$ cat src/rtl/qtree_pkg.sv
// Shared types for the quadtree lookup pipeline: RAM word layout and the
// in-order position decoder used by the tree loader.
`timescale 1ns/1ps
package qtree_pkg;

  localparam int QT_STAGES     = 4;
  localparam int QT_DATA_WIDTH = 16;

  typedef struct packed {
    logic [QT_DATA_WIDTH-1:0] l;
    logic [QT_DATA_WIDTH-1:0] m;
    logic [QT_DATA_WIDTH-1:0] r;
  } ram_data_t;

  typedef struct packed {
    logic [7:0]  level;
    logic [1:0]  slot;
    logic [31:0] addr;
  } pos_dec_t;

  // p is the 1-based in-order position; trailing zero base-4 digits select the level.
  function automatic pos_dec_t pos_decode(input logic [31:0] p, input int stages);
    pos_dec_t   d;
    int         t;
    logic       found;
    logic [1:0] digit;
    t     = 0;
    found = 1'b0;
    for (int i = 0; i < 16; i++) begin
      if (!found) begin
        if (p[2*i +: 2] != 2'd0) found = 1'b1;
        else t = t + 1;
      end
    end
    digit   = 2'(p >> (2*t));
    d.slot  = digit - 2'd1;
    d.level = 8'(stages - 1 - t);
    d.addr  = p >> (2*(t+1));
    return d;
  endfunction

endpackage

$ cat src/rtl/qtree_loader.sv
// Builds a complete 4-ary search tree from a sorted key stream and emits
// one-hot per-stage RAM writes; short streams are padded with all-ones keys.
//
// state | meaning
// IDLE  | waiting for start_i after reset
// LOAD  | accepting keys from the stream, one per cycle
// PAD   | generating all-ones keys until the last leaf is written
// DONE  | tree complete; start_i begins a new load
`timescale 1ns/1ps
module qtree_loader
  import qtree_pkg::*;
#(
  parameter int STAGES     = QT_STAGES,
  parameter int DATA_WIDTH = QT_DATA_WIDTH,
  parameter int ADDR_WIDTH = (STAGES > 1) ? 2*(STAGES-1) : 1
) (
  input  logic                    clk_i,
  input  logic                    rst_n_i,
  input  logic                    start_i,
  input  logic                    key_valid_i,
  input  logic [DATA_WIDTH-1:0]   key_data_i,
  input  logic                    key_last_i,
  output logic                    key_ready_o,
  output logic [STAGES-1:0]       wr_en_o,
  output logic [ADDR_WIDTH-1:0]   wr_addr_o,
  output logic [3*DATA_WIDTH-1:0] wr_data_o,
  output logic                    busy_o,
  output logic                    done_o,
  output logic                    order_err_o
);

  localparam int PW = 2*STAGES;
  localparam int LW = (STAGES > 1) ? $clog2(STAGES) : 1;
  localparam logic [PW-1:0] LAST_POS = {{(PW-1){1'b1}}, 1'b0};

  typedef enum logic [1:0] {S_IDLE, S_LOAD, S_PAD, S_DONE} state_t;

  state_t                  r_state, w_state_nxt;
  logic [PW-1:0]           r_pos;
  logic [DATA_WIDTH-1:0]   r_hold_l [STAGES];
  logic [DATA_WIDTH-1:0]   r_hold_m [STAGES];
  logic [DATA_WIDTH-1:0]   r_prev_key;
  logic                    r_have_prev;
  logic                    r_order_err;
  logic [STAGES-1:0]       r_wr_en;
  logic [ADDR_WIDTH-1:0]   r_wr_addr;
  logic [3*DATA_WIDTH-1:0] r_wr_data;

  logic [PW-1:0]           w_p;
  pos_dec_t                w_dec;
  logic [LW-1:0]           w_level;
  logic [1:0]              w_slot;
  logic [ADDR_WIDTH-1:0]   w_addr;
  logic                    w_unused_dec;
  logic                    w_accept, w_consume, w_final, w_enter_load;
  logic [DATA_WIDTH-1:0]   w_key;

  assign w_p          = r_pos + 1'b1;
  assign w_dec        = pos_decode(32'(w_p), STAGES);
  assign w_level      = w_dec.level[LW-1:0];
  assign w_slot       = w_dec.slot;
  assign w_addr       = w_dec.addr[ADDR_WIDTH-1:0];
  assign w_unused_dec = ^{w_dec.level[7:LW], w_dec.addr[31:ADDR_WIDTH]};

  assign w_accept     = (r_state == S_LOAD) && key_valid_i;
  assign w_consume    = w_accept || (r_state == S_PAD);
  assign w_key        = (r_state == S_PAD) ? '1 : key_data_i;
  assign w_final      = (r_pos == LAST_POS);
  assign w_enter_load = ((r_state == S_IDLE) || (r_state == S_DONE)) && start_i;

  always_ff @(posedge clk_i or negedge rst_n_i) begin
    if (!rst_n_i) r_state <= S_IDLE;
    else          r_state <= w_state_nxt;
  end

  always_comb begin
    w_state_nxt = r_state;
    key_ready_o = 1'b0;
    busy_o      = 1'b0;
    done_o      = 1'b0;
    case (r_state)
      S_IDLE: if (start_i) w_state_nxt = S_LOAD;
      S_LOAD: begin
        key_ready_o = 1'b1;
        busy_o      = 1'b1;
        if (w_accept) begin
          if (w_final)         w_state_nxt = S_DONE;
          else if (key_last_i) w_state_nxt = S_PAD;
        end
      end
      S_PAD: begin
        busy_o = 1'b1;
        if (w_final) w_state_nxt = S_DONE;
      end
      S_DONE: begin
        done_o = 1'b1;
        if (start_i) w_state_nxt = S_LOAD;
      end
      default: w_state_nxt = S_IDLE;
    endcase
  end

  // Slot 2 closes a node: l/m come from the hold registers of the same level.
  always_ff @(posedge clk_i or negedge rst_n_i) begin
    if (!rst_n_i) begin
      r_pos       <= '0;
      r_prev_key  <= '0;
      r_have_prev <= 1'b0;
      r_order_err <= 1'b0;
      r_wr_en     <= '0;
      r_wr_addr   <= '0;
      r_wr_data   <= '0;
      for (int i = 0; i < STAGES; i++) begin
        r_hold_l[i] <= '0;
        r_hold_m[i] <= '0;
      end
    end else begin
      r_wr_en <= '0;
      if (w_enter_load) begin
        r_pos       <= '0;
        r_order_err <= 1'b0;
        r_have_prev <= 1'b0;
      end else if (w_consume) begin
        if (!w_final) r_pos <= r_pos + 1'b1;
        case (w_slot)
          2'd0: r_hold_l[w_level] <= w_key;
          2'd1: r_hold_m[w_level] <= w_key;
          2'd2: begin
            r_wr_en   <= STAGES'(1) << w_level;
            r_wr_addr <= w_addr;
            r_wr_data <= {r_hold_l[w_level], r_hold_m[w_level], w_key};
          end
          default: ;
        endcase
        if (w_accept) begin
          if (r_have_prev && (key_data_i < r_prev_key)) r_order_err <= 1'b1;
          r_prev_key  <= key_data_i;
          r_have_prev <= 1'b1;
        end
      end
    end
  end

  assign wr_en_o     = r_wr_en;
  assign wr_addr_o   = r_wr_addr;
  assign wr_data_o   = r_wr_data;
  assign order_err_o = r_order_err;

endmodule

$ cat config.mk
export PLATFORM = sky130hd
export DESIGN_NAME = qtree_loader
export DESIGN_NICKNAME = d
export VERILOG_FILES = /design/src/rtl/qtree_pkg.sv /design/src/rtl/qtree_loader.sv
export SDC_FILE = /design/constraint.sdc
export NUM_CORES = 1
export LEC_CHECK = 0
export ABC_AREA = 1
export CAP_MARGIN = 15
export CORE_MARGIN = 3
export CORE_UTILIZATION = 62
export CTS_BUF_LIST = sky130_fd_sc_hd__clkbuf_2
export DETAILED_ROUTE_END_ITERATION = 10
export PLACE_DENSITY = 0.84
export SLEW_MARGIN = 5
export SYNTH_ARGS = -nofsm -noshare
export SYNTH_HDL_FRONTEND = slang
export SYNTH_SLANG_ARGS = --single-unit
$ cat constraint.sdc
create_clock -name clk_i -period 5.3 [get_ports clk_i]
set_input_delay 1.06 -clock clk_i [delete_from_list [all_inputs] [get_ports clk_i]]
set_output_delay 1.06 -clock clk_i [all_outputs]
set_load 0.1 [all_outputs]
==> results of run 1 <==
-- routing by layer --
metal | GRT usage [%] | up-vias
li1 | - | 4538
met1 | 39.6 | 4599
met2 | 45.3 | 468
met3 | 5.52 | 57
met4 | 11.2 | 0
met5 | 0 | -
-- worst max-delay path: stages, from the launching register on --
cell and delay (ps):
dfrtp_1 470, ha_1 320, xnor2_2 250, nand2_1 110, nor2_2 310, nand3_1 120, nor2_1 300, nand2_1 100
ha_1 460, nand3_4 620, nor2_4 300, buf_4 560, nand4_1 180, nand2_1 110
-- cell type report --
class	instances	share of cell area, %
Antenna cell	1	0.0209
Clock buffer	80	3.34
Clock inverter	4	0.125
Inverter	76	2.39
Multi-Input combinational cell	939	39.2
Sequential cell	214	44.7
Tap cell	220	2.30
Timing Repair Buffer	95	7.87
-- metrics by stage --
stage	setup WS (ps)	cell area [um^2]
final	966	12000
after global routing	628	12000
after CTS	999	12000
after detailed placement	1040	11500
after global placement	1130	11500
after floorplan	2200	10800
-- registers in the layout (all words and copies together), names as in the netlist --
signal / flops
r_hold_l: 64
r_hold_m: 64
wr_data_o: 48
r_prev_key: 16
r_pos: 8
wr_addr_o: 6
wr_en_o: 4
r_state: 2
order_err_o: 1
r_have_prev: 1
-- cells by family after synthesis --
group | count (synthesis) | synth area share (%)
and+or+nand+nor | 737 | 31.1
DFF | 214 | 49.4
AOI/OAI and AO/OA | 171 | 8.62
buffers and inverters | 166 | 7.30
adders and majority gates | 28 | 3.23
xor gates and xnor gates | 3 | 0.312
-- layout by cell type, fill, tap and decap left out, drive strengths merged --
| cell | synthesis | final |
|---|---|---|
| xnor2 | 2 | 2 |
| ha | 28 | 28 |
| nor2 | 71 | 71 |
| nand3 | 26 | 26 |
| o22ai | 38 | 38 |
| clkdlybuf4s50 | 0 | 81 |
| a21oi | 14 | 14 |
| xor2 | 1 | 1 |
| inv | 75 | 76 |
| clkinv | 1 | 4 |
| o21bai | 1 | 1 |
| nand4 | 139 | 139 |
| buf | 62 | 13 |
| o21ai | 112 | 112 |
| o21a | 2 | 2 |
| diode | 0 | 1 |
| a2111oi | 1 | 1 |
| o31ai | 1 | 1 |
| nor3 | 3 | 3 |
| clkbuf | 28 | 81 |
| o211ai | 2 | 2 |
| or2 | 32 | 32 |
| dfrtp | 214 | 214 |
| nand3b | 2 | 2 |
| nand2 | 464 | 464 |
-- worst min-delay path by stage --
stage               cells past startpoint    startpoint       endpoint
CTS                                     1       rst_n_i   r_hold_m[25]
floorplan                               2   r_hold_l[0]    r_hold_l[0]
global placement                        2  r_hold_m[12]   r_hold_m[12]
finish                                  1       rst_n_i   r_hold_l[53]
global route                            1       rst_n_i  wr_data_o[35]
detailed placement                      2   r_hold_l[8]    r_hold_l[8]
-- cell usage after synthesis (all sizes together) --
cell / number
nand2: 464
buf: 62
clkinv: 1
o22ai: 38
o21bai: 1
clkbuf: 28
a2111oi: 1
dfrtp: 214
o21a: 2
xor2: 1
o31ai: 1
nand4: 139
nand3b: 2
o21ai: 112
a21oi: 14
ha: 28
xnor2: 2
nor2: 71
nand3: 26
nor3: 3
o211ai: 2
or2: 32
inv: 75
-- power breakdown --
part | switching [mW] | internal (mW) | total [mW]
Clock | 0.639 | 0.388 | 1.03
Sequential | 0.303 | 2.19 | 2.50
Combinational | 3.25 | 1.03 | 4.28
Total | 4.19 | 3.61 | 7.81
==> results.json, run 1 <==
{
  "met3WireLength_mm": 2.32,
  "drtIter0Drc": 1157,
  "totalPowerFinal_mw": 7.81,
  "synth_area_mm2": 0.0108,
  "hold_violations": 0,
  "setup_tns_ps": 0,
  "instances_no_fill": 1629,
  "root_buffer": "clkbuf_2",
  "synth-seq-cells": 214,
  "powerDensity_mw_per_mm2": 652,
  "reg2regPathDepth": 13,
  "total_leakage_power_nw": 6.27,
  "post-route-util_pct": 71.2,
  "worstMarginPinSlew_ps": 1100,
  "overflow": 0,
  "drc_errors": 0,
  "reg2reg_to": "r_hold_m[30]",
  "ys_types": 38,
  "clk_pin_slew_ps": 100,
  "cts_buffers": 54,
  "ys_seq_area_share_pct": 49.4,
  "post_cts_buffers": 0,
  "crit_arrival_ps": 5060,
  "dr_total_vias": 9662,
  "crit_required_ps": 6020,
  "syn_to_final_growth_pct": 10.5,
  "synthCells": 1319,
  "fillers": 1378,
  "antenna_found_initial": 1,
  "post_cts_resize_count": 0,
  "fin_crit_ps": 4330,
  "ir_worst_vdd_mv": 0.522,
  "fin_crit_sh_pct": 81.8,
  "grt_pass1_wl_mm": 45.9,
  "wl_met1_mm": 11.8,
  "numPortBuffers": 82,
  "synth_top_area_share_pct": 49.4,
  "r2r_start": "r_pos[0]",
  "grt_pass1_vias": 9439,
  "clock_sinks": 214,
  "yosysWarnings": 0,
  "clockBufferDepth": 3,
  "fmaxAchievable_mhz": 231,
  "skew_ps": 50.2,
  "dp_cells": 1543,
  "cp_max_fo": 69,
  "hpwl_mm": 16.9,
  "gp_congestion": 0.876,
  "insertion_delay_ps": 820,
  "core_mm2": 0.0168,
  "crit_end": "r_hold_m[30]",
  "status": "complete, no violations",
  "yosys.area.top_type": "dfrtp_1",
  "routed_wl_mm": 27.7,
  "slew_violations": 0,
  "wire_per_inst_um": 17.0,
  "viasPerCell": 5.93,
  "grt_setup_unrepaired": "false",
  "cts_tree": "built",
  "avgSynthCellArea_um2": 8.21,
  "relSlewSlack_pct": 26.6,
  "synthTopCellsByArea": "dfrtp_1, nand2_1, nand4_1, o21ai_0, ha_1",
  "register_area_mm2": 0.00536,
  "syn_nets": 1368,
  "cap_violations": 0,
  "holdWs_ps": 468,
  "hold_buffers": 0,
  "multi_input_area_mm2": 0.00469,
  "drive_gt1_share_pct": 11.2,
  "dr.pass1.iters": 5,
  "io_pins": 83,
  "detail-route-antenna-nets": 0,
  "cts-htree-levels": 2,
  "layout.nets": 1429,
  "track_usage_pct": 28.7,
  "die_area_mm2": 0.0191,
  "top_layer": "met4",
  "path_class": "register to register",
  "start_util_pct": 64.4,
  "row_count": 47,
  "die_height_um": 138,
  "crit_path_start_kind": "register",
  "routed-wl-met2_mm": 13.0,
  "reg2reg_slack_ps": 970,
  "crit_path_start": "r_pos[0]",
  "grt_max_degree": 138,
  "setup_violations": 0,
  "hold_path.class": "primary input to asynchronous set/reset pin",
  "die_w_um": 138,
  "crit_path_end_kind": "register"
}
Note: power is estimated with default switching activity, not from simulation.
==> inputs of run 2 (changes only) <==
Settings changed: CORE_UTILIZATION 62 to 61, PLACE_DENSITY 0.84 to 0.83.
Clock period 5.3 ns to 4.5 ns, I/O delays scaled along.
==> run 2 against run 1 <==
  * Via count grew 0.20%
  * Wire length up 2.8%
  * Maximum frequency rose by 11%
  * Cell area up 0.85%
  * Core utilization is 1.6 points lower
  * Combinational power increased by 19%
  * Critical endpoint is now r_hold_l[43]
==> results.json, run 2 (synthesized netlist as in run 1, its figures left out) <==
{
  "cp_common_cell": "nand2_1",
  "fmaxAchievable_mhz": 257,
  "setup_tns_ps": 0,
  "core_mm2": 0.0174,
  "holdWs_ps": 104,
  "wire_per_inst_um": 17.3,
  "clock_sinks": 214,
  "antenna_found_initial": 1,
  "gp_congestion": 0.890,
  "dr.pass1.iters": 6,
  "track_usage_pct": 29.2,
  "slew_violations": 0,
  "detail-route-antenna-nets": 0,
  "crit_required_ps": 5180,
  "routed_wl_mm": 28.5,
  "crit_buf_inv": 1,
  "die_height_um": 139,
  "io_pins": 83,
  "clk_pin_slew_ps": 110,
  "hold_violations": 0,
  "setup_violations": 0,
  "die_area_mm2": 0.0194,
  "clockBufferDepth": 3,
  "cp_max_fo": 33,
  "hold_path.class": "primary input to asynchronous set/reset pin",
  "crit_path_end_kind": "register",
  "crit_arrival_ps": 4570,
  "grt_max_degree": 79,
  "place_area_mm2": 0.0116,
  "die_w_um": 139,
  "crit_path_start_kind": "register",
  "total_leakage_power_nw": 6.32,
  "drive_gt1_share_pct": 11.5,
  "layout.nets": 1434,
  "fin_crit_ps": 3890,
  "cap_violations": 0,
  "r2r_start": "r_pos[0]",
  "dr_total_vias": 9681,
  "worstMarginPinSlew_ps": 1010,
  "start_util_pct": 62.4,
  "drc_errors": 0,
  "critPathTopFamily": "simple AND/OR/NAND/NOR gates",
  "hpwl_mm": 17.5,
  "critPathSlowestCell": "ha_1",
  "cts_tree": "built",
  "relSlewSlack_pct": 32.5,
  "ir_worst_vdd_mv": 0.697,
  "worst_path_largest_cell_delay_ps": 680,
  "crit_path_start": "r_pos[0]",
  "skew_ps": 53.6,
  "layout_commonest_cell": "nand2_1",
  "post_cts_buffers": 0,
  "grt_setup_unrepaired": "false",
  "cts_buffers": 55,
  "numPortBuffers": 82,
  "viasPerCell": 5.87,
  "hold_buffers": 0,
  "row_count": 48,
  "cts-htree-levels": 2,
  "totalPowerFinal_mw": 9.33,
  "fin_crit_sh_pct": 86.5,
  "overflow": 0,
  "status": "complete, no violations",
  "powerDensity_mw_per_mm2": 773,
  "drtIter0Drc": 982,
  "path_class": "register to register",
  "grt_pass1_vias": 9437,
  "fillers": 1394,
  "post_cts_resize_count": 0,
  "path_cells": "ha_1 -> nand3_1 -> nand2_1 -> nand2_1 -> inv_1 -> nand2_2 -> nor2_4 -> nand2_2 -> nand2_2 -> ha_1 -> nand4_2 -> nand2_1 -> nand2_1",
  "syn_to_final_growth_pct": 11.5,
  "grt_pass1_wl_mm": 47.1,
  "insertion_delay_ps": 830,
  "layout_common_cells": "nand2_1, dfrtp_1, nand4_1",
  "final_area_mm2": 0.0121,
  "root_buffer": "clkbuf_2"
}
==> run 2: final timing paths <==
path,endpoint,slack [ps],cells after the start
min in group clk_i,r_hold_m[10],470,2
max in group asynchronous,wr_data_o[11],3340,2
worst max-delay path,r_hold_l[43],610,13
worst min-delay path,wr_data_o[32],100,1
worst max register to register,r_hold_l[43],610,13
worst min register to register,r_hold_m[10],470,2
==> run 2: layout make-up <==
class	instances	area [um^2]	area share (%)
multi-input combinational	939	4690	38.9
clock inverter	14	80.1	0.663
antenna	1	2.50	0.0207
inverter	76	287	2.37
clock buffer	80	400	3.32
tap	225	282	2.33
sequential	214	5360	44.4
timing repair buffer	99	972	8.05
==> run 2: per-layer routing <==
| layer | global-route usage (%) | wire length [um] | up-vias |
|---|---|---|---|
| li1 | - | - | 4562 |
| met1 | 40.9 | 12400 | 4638 |
| met2 | 46.7 | 13600 | 428 |
| met3 | 5.12 | 2000 | 53 |
| met4 | 9.32 | 539 | 0 |
| met5 | 0 | 0 | - |
==> run 2: per-stage QoR <==
stage | setup slack (ps) | util (%) | cells
6_report | 608 | 69.6 | 1648
4_1_cts | 682 | 69.5 | 1646
3_5_place_dp | 731 | 66.7 | 1552
3_3_place_gp | 751 | 66.7 | 1552
5_1_grt | 258 | 69.6 | 1648
2_1_floorplan | 1400 | - | 1319
==> run 2: where the power goes <==
part | internal [mW] | total [mW] | switching, mW
logic | 1.23 | 5.08 | 3.85
clock network | 0.527 | 1.31 | 0.783
registers | 2.58 | 2.94 | 0.358
==> RTL edit: new RTL, config.mk and constraints of run 2 <==
The package constant `QT_DATA_WIDTH` goes from 16 to 20.
--- a/src/rtl/qtree_pkg.sv
+++ b/src/rtl/qtree_pkg.sv
@@ -4,7 +4,7 @@
 package qtree_pkg;
 
   localparam int QT_STAGES     = 4;
-  localparam int QT_DATA_WIDTH = 16;
+  localparam int QT_DATA_WIDTH = 20;
 
   typedef struct packed {
     logic [QT_DATA_WIDTH-1:0] l;
Interface: changed (resized key_data_i and wr_data_o); port bits go from 83 to 99. The function was not compared with the original's and may differ.
==> RTL edit against run 2 <==
Worst setup slack got worse by 190 ps; largest power group unchanged; synthesized area rose by 14%; routed wire length up 7.2%; largest cell class unchanged; combinational power grew 12%; power rose by 17%; sequential cell count is 48 higher; final area rose by 16%; critical path type unchanged; critical endpoint is now r_hold_l[67]; global-route usage down 0.96 points.
==> RTL edit: results (changes against run 2) <==
Iter 0 DRT Violations=1,019 (+3.8%); Synth cell types=36 (-5.3%); Via density=5.67 (-3.5%); share of cells above drive strength 1=0.0944 (-0.0203); R2R depth=19 (+6); GRT Util Overall=0.282 (-0.00964); pin count of the biggest net entering global routing=121 (+53%); CTS Buf Count=68 (+24%); Commonest cells post-synth=452 x nand2_1, 262 x dfrtp_1, 142 x o21ai_0; wire per inst=16.3 um (-6.0%); FF-to-FF End=r_hold_l[67]; global-route wire length before repair=50,000 um (+6.1%); r2r setup slk=410 ps (-190 ps); Final nets=1,629 (+14%); RePlAce Congestion=0.883 (-0.72%); DP Cell Count=1,765 (+14%); Worst Max-Slew Pin Slew=1000 ps (-5.25 ps); post-synthesis sequential area ratio=0.530 (+0.0356); mean post-synth cell area=8.44 um2 (+2.8%); peak supply drop=0.681 mV (-2.3%); first drt pass iteration count=5 (-1); Port Buffers=98 (+20%); Final Skew=30.3 ps (-23.3 ps); DP HPWL=19,500 um (+12%); status=completed; RR Startpoint=r_pos[1]
==> RTL edit: cell count changes in the layout (fill, tap and decap cells not counted), sizes merged, moves of 16 or more <==
cell,run 2,this run
nor2,71,115
o21ai,112,207
inv,76,94
dfrtp,214,262
nand4,139,15
clkdlybuf4s50,81,97
a21oi,14,111
clkbuf,81,97
or2,32,0
o22ai,38,4
a32o,0,40
==> RTL edit: layout make-up <==
| type | instances | area, um2 |
|---|---|---|
| multi-input combinational | 1022 | 5020 |
| antenna | 2 | 5.00 |
| fill | 1534 | 5690 |
| clock inverter | 14 | 83.8 |
| tap | 265 | 332 |
| clock buffer | 97 | 485 |
| timing repair buffer | 124 | 1200 |
| inverter | 92 | 345 |
| sequential | 262 | 6560 |
==> RTL edit: how the worst max path moves through the flow <==
stage                               to  slack (ps)  startpoint
after global routing      r_hold_l[73]          90    r_pos[0]
after CTS                 wr_addr_o[0]         350    r_pos[1]
after floorplan           wr_addr_o[0]         860    r_pos[1]
final                     r_hold_l[67]         410    r_pos[1]
after global placement    wr_addr_o[3]         610    r_pos[1]
after detailed placement  wr_addr_o[1]         390    r_pos[1]
==> RTL edit: critical path: stages, from the launching register on <==
cell     delay [ps]
dfrtp_1         490
ha_1            260
nand3_1         160
nor2_2          140
nor2_1           50
nor2_1          120
nand2_1         100
nor2_4          220
inv_2           130
nand2_2         210
buf_4           450
nand2_1         180
nand3_2         130
nand4_4         150
nor2_2          130
nand2_2         130
buf_4           260
nor2_4          460
nand2_1         120
nand2_1          90
==> RTL edit: logic make-up after synthesis <==
| logic type | after synthesis | synth area share |
|---|---|---|
| buffers and inverters | 181 | 0.0645 |
| DFF | 262 | 0.530 |
| AOI/OAI and AO/OA | 375 | 0.171 |
| and+or+nand+nor | 611 | 0.198 |
| xor gates and xnor gates | 2 | 0.00142 |
| adders and majority gates | 34 | 0.0344 |
==> RTL edit: metrics by stage <==
stage	utilization	worst slack, ps
2_1_floorplan	-	856
3_3_place_gp	0.682	611
3_5_place_dp	0.682	387
4_1_cts	0.711	348
5_1_grt	0.711	91.6
6_report	0.711	413
==> RTL edit: report_power, final <==
| part | internal, mW | total (mW) | switching, mW |
|---|---|---|---|
| clock network | 0.626 | 1.58 | 0.958 |
| logic | 1.48 | 5.70 | 4.22 |
| registers | 3.21 | 3.66 | 0.448 |
==> RTL edit: metal layers <==
layer,wire (um),vias to the layer above,global-route usage
met4,694,0,0.112
met2,14300,447,0.440
met1,13200,5081,0.398
met3,2290,56,0.0509
li1,-,5063,-
met5,0,-,0
==> RTL edit: timing repair <==
action                                  CTS  global route
endpoints found under the setup margin    0             4
hold buffers                              0             0
gates resized for setup                   0             1
